[config.mk]
export PLATFORM = sky130hd
export DESIGN_NAME = nvram_shadow
export DESIGN_NICKNAME = d
export VERILOG_FILES = /design/src/rtl/nvram_pkg.sv /design/src/rtl/nvram_array.sv /design/src/rtl/nvram_shadow.sv
export SDC_FILE = /design/constraint.sdc
export NUM_CORES = 2
export LEC_CHECK = 0
export CAP_MARGIN = 20
export CORE_UTILIZATION = 45
export CTS_CLUSTER_DIAMETER = 150
export DETAILED_ROUTE_END_ITERATION = 8
export PLACE_DENSITY_LB_ADDON = 0.08
export SKIP_LAST_GASP = 1
export SLEW_MARGIN = 20
export SYNTH_ARGS = -nofsm -noshare
export SYNTH_HDL_FRONTEND = slang
export SYNTH_HIERARCHICAL = 1
export SYNTH_SLANG_ARGS = --single-unit
[constraint.sdc]
create_clock -name clk -period 8.3 [get_ports clk]
set_clock_uncertainty 0.2 [all_clocks]
set_input_delay 0.83 -clock clk [delete_from_list [all_inputs] [get_ports clk]]
set_output_delay 0.83 -clock clk [all_outputs]
set_load 0.03 [all_outputs]
[src/rtl/nvram_pkg.sv]
// nvram_pkg: shared sweep-state encoding for the shadowed NVRAM model
package nvram_pkg;
  typedef enum logic [1:0] {IDLE = 2'd0, STORE = 2'd1, RECALL = 2'd2} state_t;
endpackage

[src/rtl/nvram_array.sv]
// nvram_array: DATA_W x 2**ADDR_W array, one sync write port (we/wa/wd), two comb read ports (ra0/rd0, ra1/rd1)
module nvram_array #(
  parameter int DATA_W = 4,
  parameter int ADDR_W = 8,
  parameter logic [DATA_W-1:0] INIT_VAL = '1
) (
  input  logic              clk,
  input  logic              we,
  input  logic [ADDR_W-1:0] wa,
  input  logic [DATA_W-1:0] wd,
  input  logic [ADDR_W-1:0] ra0,
  output logic [DATA_W-1:0] rd0,
  input  logic [ADDR_W-1:0] ra1,
  output logic [DATA_W-1:0] rd1
);
  logic [DATA_W-1:0] mem [2**ADDR_W] = '{default: INIT_VAL};
  always_ff @(posedge clk)
    if (we) mem[wa] <= wd;
  assign rd0 = mem[ra0];
  assign rd1 = mem[ra1];
endmodule

[src/rtl/nvram_shadow.sv]
// nvram_shadow: working RAM (CPU a/i/o/ce_n/rw_n) backed by shadow RAM (host ext_*), store/recall sweeps reported on busy/done
module nvram_shadow
  import nvram_pkg::*;
#(
  parameter int DATA_W = 4,
  parameter int ADDR_W = 8,
  parameter int AUTO_RECALL = 1,
  parameter logic [DATA_W-1:0] INIT_VAL = '1
) (
  input  logic              clk,
  input  logic              reset_n,
  input  logic [ADDR_W-1:0] a,
  input  logic [DATA_W-1:0] i,
  output logic [DATA_W-1:0] o,
  input  logic              ce_n,
  input  logic              rw_n,
  input  logic              recall_n,
  input  logic              store,
  output logic              busy,
  output logic              done,
  input  logic [ADDR_W-1:0] ext_a,
  input  logic [DATA_W-1:0] ext_din,
  input  logic              ext_we,
  output logic [DATA_W-1:0] ext_dout
);
  state_t state, state_n;
  logic [ADDR_W-1:0] cnt, cnt_n;
  logic done_q, done_n, store_d, recall_n_d;
  logic st_edge, rc_edge;
  logic ram_we, sh_we;
  logic [ADDR_W-1:0] ram_wa, sh_wa;
  logic [DATA_W-1:0] ram_wd, sh_wd, ram_cnt, sh_cnt;
  assign st_edge = store & ~store_d;
  assign rc_edge = ~recall_n & recall_n_d;
  always_ff @(posedge clk)
    if (!reset_n) begin
      state      <= AUTO_RECALL != 0 ? RECALL : IDLE;
      cnt        <= '0;
      done_q     <= 1'b0;
      store_d    <= 1'b1;
      recall_n_d <= 1'b0;
    end else begin
      state      <= state_n;
      cnt        <= cnt_n;
      done_q     <= done_n;
      store_d    <= store;
      recall_n_d <= recall_n;
    end
  always_comb begin
    state_n = state;
    cnt_n   = cnt;
    done_n  = 1'b0;
    if (state == IDLE)
      state_n = rc_edge ? RECALL : st_edge ? STORE : IDLE;
    else begin
      cnt_n = cnt + 1'b1;
      if (&cnt) begin
        state_n = IDLE;
        done_n  = 1'b1;
      end
    end
  end
  assign busy     = reset_n ? state != IDLE : AUTO_RECALL != 0;
  assign done     = done_q & reset_n;
  // Every array write is gated by reset_n so a reset edge never copies a word.
  assign ram_we = reset_n & (state == RECALL | (state == IDLE & ~ce_n & ~rw_n));
  assign ram_wa = state == RECALL ? cnt : a;
  assign ram_wd = state == RECALL ? sh_cnt : i;
  assign sh_we  = reset_n & (state == STORE | (state == IDLE & ext_we));
  assign sh_wa  = state == STORE ? cnt : ext_a;
  assign sh_wd  = state == STORE ? ram_cnt : ext_din;
  nvram_array #(.DATA_W(DATA_W), .ADDR_W(ADDR_W), .INIT_VAL(INIT_VAL)) u_ram (
    .clk(clk), .we(ram_we), .wa(ram_wa), .wd(ram_wd),
    .ra0(a), .rd0(o), .ra1(cnt), .rd1(ram_cnt)
  );
  nvram_array #(.DATA_W(DATA_W), .ADDR_W(ADDR_W), .INIT_VAL(INIT_VAL)) u_shadow (
    .clk(clk), .we(sh_we), .wa(sh_wa), .wd(sh_wd),
    .ra0(ext_a), .rd0(ext_dout), .ra1(cnt), .rd1(sh_cnt)
  );
endmodule

==> impl_metrics.tcl <==
set metrics [dict create \
    core.rowCount 171 \
    grt_setup_unrepaired "false" \
    hpwl_mm 201 \
    clock_latency_ns 0.89 \
    drive_gt1_share_pct 28.3 \
    cp_slowest_cell "a211oi_1" \
    critical_path.max_fanout 61 \
    synth.most_common_cell "edfxtp_1" \
    cts_resized 0 \
    ant_nets 0 \
    drc_errors 0 \
    synthCells 5546 \
    fin_crit_ns 6.55 \
    vdd_ir_drop_max_mv 0.233 \
    finalHoldViolCount 0 \
    slew-limit-headroom_pct 12.6 \
    synth_edf_count 2048 \
    wl_per_cell_um 36.5 \
    die_area_sq_mm 0.222 \
    first_global_vias 58100 \
    status "completed" \
    synth_ff_type "edfxtp_1" \
    antenna_found_initial 12 \
    setup_viol 0 \
    path_cells "buf_8 > buf_12 > mux4_2 > mux2_2 > a221oi_1 > o21ai_1 > a211oi_1 > o211ai_1 > clkdlybuf4s50_1" \
    synth.net_count 5578 \
    startpoint_type "input port" \
    yosysWarnings 6 \
    cts_sinks 2061 \
    vias 58000 \
    place_area_sq_mm 0.102 \
    postCtsSetupRepairBufs 0 \
    synth_cell_type_count 65 \
    drt_iter0_drc 6473 \
    clk_path_buf_depth 3 \
    seq_area_frac_synth_pct 62.3 \
    portBuffers 40 \
    worstPathArrival_ns 5.52 \
    power_leakage_nw 33.3 \
    worstSetupPathType "input port to output pin" \
    ctsHoldBuffers 0 \
    grt_first_pass_wirelength_mm 442 \
    core_region_area_sq_mm 0.218 \
    cts_tree "yes" \
    synthTopCellsByArea "edfxtp_1 62%, mux4_2 22%, mux2i_1 2.9%" \
    nNetsFinal 5540 \
    die_y_um 471 \
    gp_congestion 0.879 \
    setup_tns_ns 0 \
    track_usage_pct 28.1 \
    ctsHtreeMaxLevel 4 \
    synth_common_cells "2048 x edfxtp_1, 946 x mux4_2, 579 x nor2_1" \
    cpPeakStageDelay_ns 0.99 \
    synth_top_area_cell "edfxtp_1" \
    area_growth_pct 10.7 \
    clock.fmax_mhz 153 \
    wirelength_mm 312 \
    tightestPinTransition_ns 1.30 \
    slew_viol_final 0 \
    synth_area_sq_mm 0.0991 \
    die_width_um 471 \
    cts.reportedPaths.clkPinSlew_ns 0.06 \
    numCtsBuffers 221 \
    synth_top_area_share_pct 62.1 \
    crit_required_ns 7.27 \
    max_cap_viol_count 0 \
    hp-class "flop to flop" \
    grt_max_degree 221 \
    power.density_mw_per_mm2 219 \
    ios 41 \
    design_area_sq_mm 0.110 \
    gr-total-overflow 0 \
    root_buffer "clkbuf_16" \
    endpoint_kind "output pin" \
    viasPerCell 6.78 \
    initial_core_util_pct 45.4 \
    ys_seq_elements 2061 \
    period_share_pct 78.9 \
    firstDrtPassIters 6 \
    avgSynthCellArea_sq_um 17.9 \
    ys_async_sr_fraction_pct 0 \
    power_mw 24.0 \
]
[area by class of cell]
type	instances	area, sq um
clock inverters	142	1600
repair buffers	188	1880
clock buffers	271	5800
fillers	17700	108000
inverters	14	52.6
flip-flops and latches	2061	61800
diodes	2	5.00
well taps	2854	3570
multi-input cells	3022	35000
[final timing paths]
| check | slack, ns | cells past startpoint | from | endpoint |
|---|---|---|---|---|
| setup / recovery | 1.75 | 9 | ext_a[0] | ext_dout[2] |
| hold / removal | 0.34 | 3 | store_d | state[0] |
| setup reg to reg | 2.29 | 10 | cnt[1] | u_shadow/mem[218][1] |
| hold reg to reg | 0.34 | 3 | store_d | state[0] |
[report_power, final]
group	switching [mW]	internal, mW	leakage [nW]
Combinational	1.38	0.831	11.2
Clock	4.23	5.95	3.61
Sequential	0.0212	11.6	18.5
Total	5.62	18.4	33.3
[layout by cell type (no fill, tap or decap), drive strengths merged, types with 13 or more instances in the layout]
cell type / n
edfxtp: 2048
mux4: 946
nor2: 579
mux2i: 284
clkbuf: 271
nand2: 182
buf: 156
mux2: 144
o221ai: 138
o22ai: 94
clkinv: 94
a21oi: 73
nand3: 66
nor2b: 46
a211oi: 46
nand4: 45
nand2b: 42
o21ai: 37
bufinv: 32
clkdlybuf4s50: 32
a221oi: 28
nor3: 27
a22oi: 24
inv: 23
o31ai: 18
a21boi: 18
a2111oi: 16
a22o: 16
and2: 14
dfxtp: 13
[sequential cells by signal, summed over array words and instances (netlist names)]
signal,cells
store_d,1
recall_n_d,1
state,2
u_ram/mem,1024
cnt,8
done_q,1
u_shadow/mem,1024
[critical path, delay by kind of cell]
| kind | cells | cell delay, ns |
|---|---|---|
| AO/OA/AOI/OAI | 4 | 1.94 |
| buffers and inverters | 3 | 1.57 |
| multiplexers | 2 | 0.86 |
[logic make-up after synthesis]
| family | share of synthesized area, % |
|---|---|
| DFF | 62.3 |
| muxes | 26.0 |
| buffers and inverters | 2.52 |
| adders and majority gates | 0.0126 |
| and+or+nand+nor | 4.62 |
| xor gates and xnor gates | 0.0354 |
| AOI/OAI and AO/OA | 4.48 |
[layer usage]
layer | wire, um | global-route usage [%] | up-vias | part of all wire, %
met5 | 35 | 0 | - | 0.011
met4 | 8430 | 7.84 | 6 | 2.7
met3 | 30500 | 6.47 | 435 | 9.8
met2 | 143000 | 42.5 | 2799 | 46
met1 | 130000 | 40.9 | 31400 | 42
li1 | - | - | 23400 | -
[per-stage QoR]
stage	cells	hold WS [ns]	utilization [%]	setup slack, ns
after detailed placement	8137	0.328	46.9	2.05
after floorplan	5546	0.295	-	3.49
after global routing	8553	0.379	50.3	1.71
final	8554	0.337	50.3	1.75
after CTS	8550	0.340	50.3	2.03
after global placement	8134	0.319	46.9	1.94
(Power assumes the default switching activity.)
